<file path="src/rtl/fetch_unit_if.sv">
// Fetch unit bus: instruction-memory handshake, redirect/stall control and
// the decoded instruction presented downstream.
interface fetch_unit_if;
  logic        imem_req;
  logic [31:0] imem_addr;
  logic        imem_ack;
  logic [31:0] imem_rdata;
  logic        redirect;
  logic [31:0] redirect_pc;
  logic        stall;
  logic        inst_valid;
  logic [31:0] inst;
  logic [31:0] inst_pc;
  logic [31:0] pc_plus4;
  logic [5:0]  opcode;

  // Fetch unit side.
  modport master (
    output imem_req,
    output imem_addr,
    input  imem_ack,
    input  imem_rdata,
    input  redirect,
    input  redirect_pc,
    input  stall,
    output inst_valid,
    output inst,
    output inst_pc,
    output pc_plus4,
    output opcode
  );

  // Memory / pipeline side.
  modport slave (
    input  imem_req,
    input  imem_addr,
    output imem_ack,
    output imem_rdata,
    output redirect,
    output redirect_pc,
    output stall,
    input  inst_valid,
    input  inst,
    input  inst_pc,
    input  pc_plus4,
    input  opcode
  );
endinterface

</file>
<file path="src/rtl/fetch_unit.sv">
// Instruction fetch unit: issues one request at a time to instruction memory,
// presents each returned word downstream with its address, honours stall
// back-pressure and flushes on branch/jump redirects. A redirect that arrives
// while a request is outstanding is parked in pend_pc so the request address
// never changes until the memory acknowledges it.
module fetch_unit #(
  parameter logic [31:0] RESET_PC = 32'h0000_0000
) (
  input logic        clk,
  input logic        reset,
  fetch_unit_if.master bus
);

  typedef enum logic [1:0] {StIdle, StFetch, StHold, StDrop} state_e;

  state_e      state;
  logic [31:0] pc;
  logic [31:0] pend_pc;
  logic [31:0] inst_word;
  logic [31:0] inst_addr;
  logic        inst_live;
  logic        req;
  logic [31:0] target;

  // Redirect targets are always word aligned.
  assign target = {bus.redirect_pc[31:2], 2'b00};

  // Fetch state machine; redirect outranks both stall and ack capture.
  always_ff @(posedge clk or posedge reset) begin
    if (reset) begin
      state     <= StIdle;
      pc        <= RESET_PC;
      pend_pc   <= 32'h0;
      inst_word <= 32'h0;
      inst_addr <= 32'h0;
      inst_live <= 1'b0;
      req       <= 1'b0;
    end else begin
      case (state)
        StIdle: begin
          // Any ack seen here belongs to a request aborted by reset.
          if (bus.redirect) begin
            pc <= target;
          end
          state <= StFetch;
          req   <= 1'b1;
        end

        StFetch: begin
          if (bus.redirect) begin
            inst_live <= 1'b0;
            if (bus.imem_ack) begin
              pc <= target;
            end else begin
              // Keep imem_addr stable; retire the request in StDrop.
              pend_pc <= target;
              state   <= StDrop;
            end
          end else if (bus.imem_ack) begin
            inst_word <= bus.imem_rdata;
            inst_addr <= pc;
            inst_live <= 1'b1;
            pc        <= pc + 32'd4;
            if (bus.stall) begin
              state <= StHold;
              req   <= 1'b0;
            end
          end else begin
            // A stalled live instruction stays; a consumed one retires.
            inst_live <= inst_live & bus.stall;
          end
        end

        StHold: begin
          if (bus.redirect) begin
            inst_live <= 1'b0;
            pc        <= target;
            state     <= StFetch;
            req       <= 1'b1;
          end else if (!bus.stall) begin
            inst_live <= 1'b0;
            state     <= StFetch;
            req       <= 1'b1;
          end
        end

        StDrop: begin
          if (bus.redirect) begin
            inst_live <= 1'b0;
          end
          if (bus.imem_ack) begin
            // Returned word is stale; resume at the most recent target.
            pc    <= bus.redirect ? target : pend_pc;
            state <= StFetch;
          end else if (bus.redirect) begin
            pend_pc <= target;
          end
        end

        default: begin
          state <= StIdle;
          req   <= 1'b0;
        end
      endcase
    end
  end

  assign bus.imem_req   = req;
  assign bus.imem_addr  = pc;
  assign bus.inst_valid = inst_live;
  assign bus.inst       = inst_word;
  assign bus.inst_pc    = inst_addr;
  assign bus.pc_plus4   = inst_addr + 32'd4;
  assign bus.opcode     = inst_word[31:26];

`ifndef SYNTHESIS
  // An outstanding request keeps its address until acknowledged.
  property p_addr_stable;
    @(posedge clk) disable iff (reset)
      (bus.imem_req && !bus.imem_ack) |=> (bus.imem_req && $stable(bus.imem_addr));
  endproperty
  a_addr_stable: assert property (p_addr_stable);
`endif

endmodule

</file>
<file path="src/flat_wrapper.sv">
// flat-port wrapper written by rule: the top's interface ports become plain ports
module fetch_unit_flat 
#(
  parameter logic [31:0] RESET_PC = 32'h0000_0000
)
  (clk, reset, bus_imem_req, bus_imem_addr, bus_imem_ack, bus_imem_rdata, bus_redirect, bus_redirect_pc, bus_stall, bus_inst_valid, bus_inst, bus_inst_pc, bus_pc_plus4, bus_opcode);
  fetch_unit_if bus_i ();
  input logic clk;
  input logic reset;
  output wire logic [$bits(bus_i.imem_req)-1:0] bus_imem_req;
  output wire logic [$bits(bus_i.imem_addr)-1:0] bus_imem_addr;
  input wire logic [$bits(bus_i.imem_ack)-1:0] bus_imem_ack;
  input wire logic [$bits(bus_i.imem_rdata)-1:0] bus_imem_rdata;
  input wire logic [$bits(bus_i.redirect)-1:0] bus_redirect;
  input wire logic [$bits(bus_i.redirect_pc)-1:0] bus_redirect_pc;
  input wire logic [$bits(bus_i.stall)-1:0] bus_stall;
  output wire logic [$bits(bus_i.inst_valid)-1:0] bus_inst_valid;
  output wire logic [$bits(bus_i.inst)-1:0] bus_inst;
  output wire logic [$bits(bus_i.inst_pc)-1:0] bus_inst_pc;
  output wire logic [$bits(bus_i.pc_plus4)-1:0] bus_pc_plus4;
  output wire logic [$bits(bus_i.opcode)-1:0] bus_opcode;
  assign bus_imem_req = bus_i.imem_req;
  assign bus_imem_addr = bus_i.imem_addr;
  assign bus_i.imem_ack = bus_imem_ack;
  assign bus_i.imem_rdata = bus_imem_rdata;
  assign bus_i.redirect = bus_redirect;
  assign bus_i.redirect_pc = bus_redirect_pc;
  assign bus_i.stall = bus_stall;
  assign bus_inst_valid = bus_i.inst_valid;
  assign bus_inst = bus_i.inst;
  assign bus_inst_pc = bus_i.inst_pc;
  assign bus_pc_plus4 = bus_i.pc_plus4;
  assign bus_opcode = bus_i.opcode;
  fetch_unit #(.RESET_PC(RESET_PC)) u_core (.clk(clk), .reset(reset), .bus(bus_i));
endmodule
</file>
<file path="config.mk">
export PLATFORM = sky130hd
export DESIGN_NAME = fetch_unit_flat
export DESIGN_NICKNAME = d
export VERILOG_FILES = /design/src/rtl/fetch_unit_if.sv /design/src/rtl/fetch_unit.sv /design/src/flat_wrapper.sv
export SDC_FILE = /design/constraint.sdc
export NUM_CORES = 1
export LEC_CHECK = 0
export CAP_MARGIN = 5
export CORE_ASPECT_RATIO = 0.9
export CORE_MARGIN = 2
export CORE_UTILIZATION = 51
export DETAILED_ROUTE_END_ITERATION = 7
export PLACE_DENSITY = 0.83
export SYNTH_ARGS = -nofsm -noshare
export SYNTH_HDL_FRONTEND = slang
export SYNTH_SLANG_ARGS = --single-unit
</file>
<file path="constraint.sdc">
create_clock -name clk -period 13.68 [get_ports clk]
set_input_delay 2.736 -clock clk [delete_from_list [all_inputs] [get_ports clk]]
set_output_delay 2.736 -clock clk [all_outputs]
set_load 0.05 [all_outputs]
</file>
=== Word level (Yosys, flattened, before mapping) ===
Index checks and enable logic that the tools add are counted.

* Word-level logic and storage cells: 69
* Output and inout bits: 136
* Input port bits: 69
* Register bits after elaboration: 132

* Muxes and demuxes: 31
* Add/sub/neg operators: 2
* Eq/ne operators: 16
* Reductions and logical operators: 11
* Bitwise operators: 2

{| class="wikitable"
|+ Operator list
! cell !! number
|-
| 2-to-1 mux 32 bit || 9
|-
| case mux 32 bit (3 select lines) || 1
|-
| adder 32 x 3 -> 32 bit (second input constant) || 2
|-
| case mux 32 bit (2 select lines) || 1
|-
| != test 2 bit (second input constant) || 8
|-
| 2-to-1 mux 2 bit || 7
|-
| != test 3 bit (second input constant) || 4
|-
| 2-to-1 mux 1 bit || 10
|-
| AND reduction 5 bit || 2
|-
| AND reduction 3 bit || 3
|-
| case mux 2 bit (4 select lines) || 1
|-
| case mux 1 bit (3 select lines) || 2
|-
| nonzero test 3 bit || 2
|-
| == test 2 bit (second input constant) || 2
|-
| AND reduction 4 bit || 1
|-
| == test 2 x 1 -> 1 bit (second input constant) || 1
|-
| zero test 2 bit || 1
|-
| != test 2 x 1 -> 1 bit (second input constant) || 1
|-
| nonzero test 2 bit || 1
|-
| OR reduction 2 bit || 1
|-
| bitwise AND 1 bit || 1
|-
| inverter 1 bit || 1
|}

=== Logic depth before layout (Yosys ltp) ===
Gate-level depths: netlist (run 1).

* Word-level depth: 4
* Depth in mapped cells: 9
* Gate-level depth less buffers: 7

=== Worst setup path after synthesis (run 1) ===
No wires, ideal clock.

* Path kind: flip-flop to output port
* Start: register u_core.inst_addr[4], in the netlist u_core.bus.inst_pc[4]
* End: output bus_pc_plus4[22]
* Slack: 8.378 ns
* Arrival: 2.566 ns
* Path buffers: 0
* Stages on the path, launching flop included: 6
* Data required time: 10.944 ns
* Cell sequence: dfrtp_1 > and4_1 > nand4_1 > nor2_1 > nand3_1 > xnor2_1

* Cells in the longest elaborated chain, start to end: 1

{| class="wikitable"
|+ Ends and longest elaborated chain
! element !! RTL line !! source
|-
| from (decl) || fetch_unit.sv:20 || <nowiki>logic [31:0] inst_addr;</nowiki>
|-
| from (signal assigned) || fetch_unit.sv:61 || <nowiki>inst_addr <= pc;</nowiki>
|-
| adder 32 x 3 -> 32 bit || fetch_unit.sv:113 || <nowiki>assign bus.pc_plus4 = inst_addr + 32'd4;</nowiki>
|-
| to (decl) || flat_wrapper.sv:20 || <nowiki>output wire logic [$bits(bus_i.pc_plus4)-1:0] bus_pc_plus4;</nowiki>
|}

No other way between the ends.

=== Worst setup path in the final report (run 1) ===
Ends and elaborated chain as after synthesis.

==> results of run 1 <==
## path summary, 6_finish.rpt
check | from | endpoint | slack, ps
worst max-delay path | u_core.bus.inst_pc[4] | bus_pc_plus4[22] | 7830
worst min-delay path | u_core.bus.inst[20] | u_core.bus.inst[20] | 500
worst max register to register | u_core.state[0] | u_core.pend_pc[28] | 10490
worst min register to register | u_core.bus.inst[20] | u_core.bus.inst[20] | 500
max in group asynchronous | reset | u_core.bus.inst_pc[27] | 9620
min in group asynchronous | reset | u_core.bus.inst[13] | 2770
## through the flow
step                instance area, um^2  utilization  worst slack [ps]  hold WS (ps)  power, mW
global placement                   8810        0.689              8070           484       2.23
finish                             9460        0.740              7830           501       2.77
CTS                                9460        0.740              7800           506       2.77
global route                       9460        0.740              7580           514       2.88
floorplan                          6740            -              7420           465       1.77
detailed placement                 8810        0.689              7930           480       2.27
## sequential cells by signal, indices dropped and copies added, names as in the netlist
signal,cells
u_core.bus.imem_addr,32
u_core.bus.inst,32
u_core.bus.inst_pc,32
u_core.pend_pc,32
u_core.state,2
u_core.bus.imem_req,1
u_core.bus.inst_valid,1
## kinds of logic after synthesis
logic type               after synthesis
buffers and inverters                 58
flip-flops                           132
XOR/XNOR                              29
AND/OR/NAND/NOR                      158
multiplexers                          94
AO/OA/AOI/OAI                        134
adder cells (fa/ha/maj)                7
## metal layers
layer  vias to the layer above  GRT usage
li1                       2646          -
met1                      2874      0.345
met2                       279      0.438
met3                        28     0.0809
met4                         0     0.0741
met5                         -          0
## power groups by stage
stage,sequential (mW),combinational (mW),clock [mW]
final,0.764,1.51,0.489
after global routing,0.789,1.58,0.511
after CTS,0.759,1.52,0.492
after detailed placement,0.763,1.51,0
after global placement,0.745,1.48,0
after floorplan,1.15,0.627,0
## layout make-up
class | instances | area share
inverters | 13 | 0.00569
clock inverters | 12 | 0.0188
multi-input cells | 422 | 0.337
repair buffers | 208 | 0.219
clock buffers | 20 | 0.0493
well taps | 164 | 0.0217
flip-flops and latches | 132 | 0.349
## layout by cell type, fill, tap and decap left out, types with 8 or more instances in the layout
cell               n
nand2_1           40
a22o_1             9
nand4_1           17
o21ai_0           45
xnor2_1           21
nand3_1           19
dfrtp_1          132
a21oi_1           12
xor2_1             8
inv_1             12
a221oi_1          16
clkbuf_16         17
mux2_2            91
clkdlybuf4s50_1  202
nor2_1            26
nor3_1            10
a31oi_1            9
## cell usage after synthesis, drive strengths merged (6+ instances only)
cell type	number
a22o	9
nand3	19
nor4	6
inv	13
o21ai	47
nand4	19
mux2	91
and3	8
o22ai	6
buf	23
nor2	27
clkbuf	22
ha	7
nand2	41
a31oi	9
and4	9
xor2	8
xnor2	21
dfrtp	132
a221oi	16
a21oi	12
nor3	10
==> impl_metrics.json, run 1 <==
{
  "ff_latch_area_um2": 3300,
  "ctsResizeCount": 0,
  "drive_gt1_frac": 0.176,
  "drv_cap": 0,
  "hpwl_mm": 12.7,
  "core_um2": 12800,
  "vias": 5827,
  "drv_slew": 0,
  "grt_pass1_vias": 5795,
  "fillers": 885,
  "wl_met2_mm": 9.11,
  "grt_use_total": 0.266,
  "reg2reg_depth": 5,
  "p_clk_frac": 0.177,
  "synth_seq_area_share": 0.490,
  "insertion_delay_ps": 420,
  "rows": 39,
  "crit_type": "reg2out",
  "vias_per_cell": 6.00,
  "power_frac_comb": 0.547,
  "drtAntennaViolNets": 0,
  "synthMuxAreaShare": 0.157,
  "fmax_ghz": 0.171,
  "synthToLayoutAreaGrowth_pct": 40.4,
  "cts.sinks": 132,
  "ios": 205,
  "maxSlewHeadroom": 0.118,
  "clk_pin_slew_worst_paths_ps": 60,
  "synth_flop_cell": "dfrtp_1",
  "p_seq_frac": 0.276,
  "cts_setup_buffers": 0,
  "holdPathStages": 1,
  "layoutNonFillerInstCount": 971,
  "highest_layer": "met4",
  "cts_root_buffer": "clkbuf_16",
  "setup_violations": 0,
  "synth_area_leader_cell": "dfrtp_1",
  "place.port_buffers": 202,
  "hold_viol": 0,
  "synth_area_um2": 6740,
  "multi_input_area_um2": 3180,
  "cp.buffers_inverters": 1,
  "min-delay-path-class": "reg2reg",
  "synth_adder_area_share": 0.0130,
  "synth_edf_count": 0,
  "die-area_um2": 14100,
  "drt-initial-drc-count": 430,
  "path_depth": 6,
  "yosys.area_share.simple": 0.128,
  "ir_drop_mv": 0.157,
  "p_leak_nw": 3.86,
  "postCtsHoldBufs": 0,
  "first_pass_iters": 5,
  "wirelength_mm": 18.6,
  "final_nets": 870,
  "finalCriticalPeriod_ps": 5850,
  "critPathRequiredTime_ps": 10940,
  "place_inst": 939,
  "grt_max_degree": 73,
  "swShare": 0.481,
  "arrival_ps": 3120,
  "skew_ps": 8.07,
  "synth_xor_area_frac": 0.0377,
  "path_max_fanout": 7,
  "ys_warn_count": 0,
  "cpLargestDelayFamily": "simple AND/OR/NAND/NOR gates",
  "tns_ps": 0,
  "max_stage_delay_ps": 810,
  "critPathLaunchType": "flop",
  "drc": 0,
  "synth_fp_nets": 688,
  "p_int_mw": 1.44,
  "postSynthAreaPerCell_um2": 11.0,
  "ys_types": 62,
  "grt_antenna_before_repair": 0,
  "grt_first_pass_wirelength_mm": 30.3,
  "h-tree-depth": 4,
  "crit_chain": "and4_1, nand4_1, nor2_1, nand3_1, xnor2_1, clkdlybuf4s50_1",
  "rsz0062_at_grt": "no",
  "period_share": 0.428,
  "place_congestion": 0.840,
  "drt-met1-wl_mm": 7.57,
  "clk_path_buf_depth": 2,
  "met3RoutedLength_mm": 1.65,
  "status": "completed",
  "chipHeight_um": 113,
  "routedWlPerCell_um": 19.2,
  "cts_tree": "built",
  "numCtsBuffers": 17,
  "critPathSlowestCell": "clkdlybuf4s50_1",
  "antennaDiodeCount": 0,
  "end_kind": "primary output",
  "ys_ff_latch": 132,
  "synth_compound_area_frac": 0.135,
  "pwr_density_cell_nw_per_um2": 292,
  "tightest_slew_ps": 1320,
  "fp.dieW_um": 125,
  "syn_inst": 612,
  "start_util": 0.527,
  "grt_overflow_total": 0,
  "switchingPower_mw": 1.33,
  "synthArstFlopShare": 1.00,
  "yosysTopAreaCellShare": 0.490,
  "yosys-top-cells-area": "dfrtp_1 49%, mux2_2 15%, o21ai_0 3.3%",
  "synth_top_family_by_area": "multiplexers"
}
No activity file was read; power rests on OpenSTA's default activity.
==> run 2: changes to the inputs <==
Settings changed: CORE_UTILIZATION 51 to 48, PLACE_DENSITY 0.83 to 0.79.
Clock period 13.68 ns to 6.07 ns, I/O delays scaled along.
==> run 2 against run 1 <==
  * Total power rose by 130%
  * Cell area increased by 0.24%
  * Via count is 1.6% lower
  * Worst hold slack lost 7.4 ps
  * Non-clock buffer count rose by 4
  * Core utilization decreased by 5.5 points
  * Critical endpoint is now bus_pc_plus4[30]
  * Wire length is 1.2% lower
  * Highest routed layer unchanged
  * Clock skew hardly changed
  * Global-route usage is 1.3 points lower
  * Combinational power up 130%
  * Critical path depth unchanged
  * Sequential power is 130% higher
==> impl_metrics.json, run 2 (synthesis results as in run 1) <==
{
  "status": "completed",
  "drt-initial-drc-count": 441,
  "place.port_buffers": 202,
  "drc": 0,
  "vias": 5736,
  "place_congestion": 0.851,
  "core_um2": 13900,
  "drv_slew": 0,
  "final_nets": 874,
  "ir_drop_mv": 0.325,
  "vias_per_cell": 5.83,
  "cts_setup_buffers": 0,
  "grt_overflow_total": 0,
  "max_stage_delay_ps": 830,
  "cts_tree": "built",
  "start_util": 0.486,
  "min-delay-path-class": "reg2reg",
  "clk_pin_slew_worst_paths_ps": 50,
  "routedWlPerCell_um": 18.7,
  "worst_hold_slack_ps": 494,
  "die-area_um2": 15000,
  "layoutNonFillerInstCount": 984,
  "insertion_delay_ps": 420,
  "critPathLaunchType": "flop",
  "grt_max_degree": 91,
  "critPathRequiredTime_ps": 4860,
  "critPathSlowestCell": "clkdlybuf4s50_1",
  "ctsResizeCount": 0,
  "grt_use_total": 0.253,
  "grt_first_pass_wirelength_mm": 29.4,
  "drtAntennaViolNets": 0,
  "p_seq_frac": 0.276,
  "maxSlewHeadroom": 0.236,
  "grt_antenna_before_repair": 2,
  "cts.sinks": 132,
  "grtUsageMet2": 0.397,
  "cp-startpoint": "u_core.bus.inst_pc[5]",
  "ios": 205,
  "drv_cap": 0,
  "drive_gt1_frac": 0.175,
  "skew_ps": 7.99,
  "finalCriticalPeriod_ps": 4280,
  "p_clk_frac": 0.176,
  "setup_violations": 0,
  "crit_chain": "and4_1, nand4_1, nor2_1, nand2_1, xnor2_1, clkdlybuf4s50_1",
  "synthToLayoutAreaGrowth_pct": 40.7,
  "reg2reg_from": "u_core.state[0]",
  "pwr_density_cell_nw_per_um2": 657,
  "crit_type": "reg2out",
  "numCtsBuffers": 17,
  "cts_root_buffer": "clkbuf_16",
  "final_util": 0.684,
  "hpwl_mm": 12.9,
  "arrival_ps": 3070,
  "clk_path_buf_depth": 2,
  "grt.met1_usage": 0.338,
  "tns_ps": 0,
  "path_max_fanout": 6,
  "h-tree-depth": 4,
  "switchingPower_mw": 2.98,
  "fp.dieW_um": 129,
  "first_pass_iters": 5,
  "chipHeight_um": 116,
  "fmax_ghz": 0.233,
  "place_inst": 951,
  "postCtsHoldBufs": 0,
  "tightest_slew_ps": 1140,
  "power_frac_comb": 0.548,
  "layout_common_cells": "202 x clkdlybuf4s50_1, 132 x dfrtp_1, 91 x mux2_2",
  "rsz0062_at_grt": "no",
  "period_share": 0.706,
  "hold_viol": 0,
  "globalRouteMet3Util": 0.0907,
  "p_leak_nw": 3.86,
  "top_usage_layer": "met2",
  "wirelength_mm": 18.4,
  "grt_pass1_vias": 5616,
  "p_int_mw": 3.24,
  "swShare": 0.479,
  "layout_commonest_cell": "clkdlybuf4s50_1",
  "end_kind": "primary output",
  "rows": 41,
  "worstHoldStart": "u_core.pend_pc[0]"
}
run 2: changes by cell type in the layout (fill, tap and decap cells not counted):
cell | before | now
buf_4 | 6 | 10
clkbuf_1 | 0 | 4
clkinv_4 | 2 | 0
clkinv_2 | 2 | 1
clkinvlp_4 | 4 | 3
diode_2 | 0 | 1
nand2_2 | 0 | 1
nand2_4 | 1 | 0
run 2: worst paths after layout:
| path | endpoint | slack (ps) | depth (start not counted) |
|---|---|---|---|
| min in group asynchronous | u_core.bus.imem_addr[3] | 1330 | 2 |
| worst max-delay path | bus_pc_plus4[30] | 1790 | 6 |
| worst max register to register | u_core.bus.inst_pc[20] | 2860 | 6 |
| worst min register to register | u_core.pend_pc[0] | 490 | 1 |
| max in group asynchronous | u_core.bus.inst_pc[1] | 3640 | 3 |
| worst min-delay path | u_core.pend_pc[0] | 490 | 1 |
run 2: area by class of cell:
cell class / count / area [um^2]
fillers: 1043 / 4370
repair buffers: 212 / 2100
diodes: 1 / 2.50
well taps: 172 / 215
clock buffers: 24 / 482
multi-input cells: 422 / 3180
clock inverters: 8 / 148
flip-flops and latches: 132 / 3300
inverters: 13 / 53.8
run 2: layer usage:
metal  wire length (um)  vias to the layer above
li1                   -                     2646
met1               7970                     2819
met2               8520                      248
met3               1730                       23
met4                177                        0
met5                  0                        -
run 2: power groups by stage:
stage	clock (mW)	combinational (mW)	sequential [mW]
floorplan	0	1.41	2.58
global placement	0	3.36	1.69
detailed placement	0	3.41	1.73
CTS	1.11	3.42	1.71
global route	1.15	3.59	1.79
finish	1.10	3.41	1.72
run 2: metrics by stage:
stage          total power [mW]  worst slack [ps]  instance area [um^2]
2_1_floorplan              4.00              1330                  6740
3_3_place_gp               5.04              2220                  8850
3_5_place_dp               5.14              2160                  8850
4_1_cts                    6.24              1760                  9480
5_1_grt                    6.53              1590                  9480
6_report                   6.22              1790                  9480
run 2: worst max-delay path: cells and delay by family (launching register included):
family,cells,cell delay (ps)
buf+inv,1,830
simple gates,4,1200
flops,1,440
xor+xnor,1,190
==> run 3: changes to the inputs <==
Clock period 6.07 ns to 4 ns, I/O delays scaled along.
==> run 3 against run 2 <==
  * Total power up 49%
  * Sequential share of layout area about the same
  * Largest power group unchanged
  * Clock power up 36%
==> impl_metrics.json, run 3 (synthesis results as in run 1) <==
{
  "status": "completed",
  "vias": 5780,
  "grt_overflow_total": 0,
  "end_kind": "primary output",
  "cts_tree": "built",
  "hold_viol": 0,
  "cts_root_buffer": "clkbuf_16",
  "rsz0062_at_grt": "no",
  "wirelength_mm": 17.9,
  "place_congestion": 0.866,
  "min-delay-path-class": "reg2reg",
  "drv_slew": 0,
  "cpLargestDelayFamily": "simple AND/OR/NAND/NOR gates",
  "vias_per_cell": 5.86,
  "first_pass_iters": 5,
  "p_leak_nw": 3.87,
  "multi_input_area_um2": 3180,
  "ir_drop_mv": 0.597,
  "r2r_slack_ps": 1100,
  "dp_slack_ps": 539,
  "cts.sinks": 132,
  "layout_commonest_cell": "clkdlybuf4s50_1",
  "rows": 41,
  "clk_path_buf_depth": 2,
  "critPathRequiredTime_ps": 3200,
  "crit_type": "reg2out",
  "fin_ws_ps": 248,
  "routedWlPerCell_um": 18.1,
  "numCtsBuffers": 17,
  "cp-startpoint": "u_core.bus.inst_pc[10]",
  "maxSlewHeadroom": 0.298,
  "grt_pass1_vias": 5523,
  "drc": 0,
  "ios": 205,
  "drv_cap": 0,
  "die-area_um2": 15000,
  "arrival_ps": 2950,
  "grt_max_degree": 71,
  "critPathLaunchType": "flop",
  "ctsResizeCount": 0,
  "final_nets": 878,
  "crit_chain": "and4_1, nand4_1, nor2_1, nand3_1, xnor2_1, clkdlybuf4s50_1",
  "postCtsHoldBufs": 0,
  "chipHeight_um": 116,
  "fp.dieW_um": 129,
  "clk_pin_slew_worst_paths_ps": 50,
  "period_share": 0.938,
  "cp.buffers_inverters": 1,
  "drive_gt1_frac": 0.184,
  "cts_setup_buffers": 0,
  "fmax_ghz": 0.267,
  "worstHoldStart": "u_core.bus.inst[3]",
  "tns_ps": 0,
  "grt_antenna_before_repair": 2,
  "core_um2": 13900,
  "insertion_delay_ps": 420,
  "antennaDiodeCount": 0,
  "pwr_density_cell_nw_per_um2": 979,
  "critPathSlowestCell": "clkdlybuf4s50_1",
  "reg2reg_from": "u_core.state[0]",
  "h-tree-depth": 4,
  "fillers": 995,
  "grt_first_pass_wirelength_mm": 28.4,
  "ff_latch_area_um2": 3300,
  "layout_common_cells": "202 x clkdlybuf4s50_1, 132 x dfrtp_1, 91 x mux2_2",
  "finalCriticalPeriod_ps": 3750,
  "drt-initial-drc-count": 456,
  "start_util": 0.486,
  "max_stage_delay_ps": 840,
  "hpwl_mm": 13.1,
  "place.port_buffers": 202,
  "drtAntennaViolNets": 0,
  "grt_use_total": 0.243,
  "setup_violations": 0,
  "synthToLayoutAreaGrowth_pct": 40.6,
  "path_max_fanout": 7,
  "tightest_slew_ps": 1050,
  "skew_ps": 8.26
}
==> run 3: cell types whose count changed in the layout (fill, tap and decap cells not counted) <==
| cell | previous run | this run |
|---|---|---|
| inv_6 | 1 | 0 |
| nor2_1 | 26 | 25 |
| buf_12 | 0 | 1 |
| nor2_2 | 1 | 2 |
| clkbuf_8 | 3 | 6 |
| buf_4 | 10 | 13 |
| clkinv_4 | 0 | 1 |
| diode_2 | 1 | 0 |
| clkbuf_1 | 4 | 0 |
| clkinv_2 | 1 | 4 |
| bufinv_16 | 4 | 1 |
==> run 3: worst reg2reg max path, cell delays in order (launching register included) <==
cell and delay [ps]:
dfrtp_1 500, ha_1 410, o21ai_0 400, o21ai_1 470
buf_4 350, a221o_1 390, o21ai_0 80, o311ai_0 150
==> run 3: metrics by stage <==
step                cell area [um^2]  instances  total power, mW  hold slack, ps   util
finish                          9470        986             9.28             500  0.684
global route                    9470        986             9.73             513  0.684
CTS                             9470        986             9.32             505  0.684
global placement                8890        955             7.63             485  0.642
detailed placement              8890        955             7.79             493  0.642
floorplan                       6740        612             6.06             465      -
==> run 3: final timing paths <==
path / endpoint / depth (start not counted)
worst min-delay path: u_core.bus.inst[3] / 1
worst max register to register: u_core.bus.imem_addr[26] / 7
worst max-delay path: bus_pc_plus4[29] / 6
max in group asynchronous: u_core.bus.inst_pc[1] / 3
min in group asynchronous: u_core.bus.imem_addr[3] / 2
worst min register to register: u_core.bus.inst[3] / 1
==> run 3: area by class of cell <==
| type | count | share of cell area |
|---|---|---|
| well taps | 172 | 0.0227 |
| repair buffers | 216 | 0.226 |
| inverters | 13 | 0.00555 |
| clock inverters | 8 | 0.00779 |
| flip-flops and latches | 132 | 0.349 |
| clock buffers | 23 | 0.0536 |
| multi-input cells | 422 | 0.336 |
==> run 3: where the power goes <==
group	leakage [nW]	internal [mW]	total (mW)	switching, mW
Combinational	1.96	1.90	5.17	3.27
Sequential	1.63	1.94	2.60	0.667
Clock	0.287	0.945	1.50	0.559
Total	3.87	4.79	9.28	4.49
==> run 3: per-layer routing <==
| metal | vias up | part of all wire | GRT usage | wire length (um) |
|---|---|---|---|---|
| met4 | 2 | 0.017 | 0.0768 | 296 |
| met1 | 2833 | 0.42 | 0.316 | 7580 |
| li1 | 2656 | - | - | - |
| met5 | - | 0.00073 | 0 | 13 |
| met3 | 28 | 0.096 | 0.0967 | 1710 |
| met2 | 261 | 0.46 | 0.376 | 8290 |
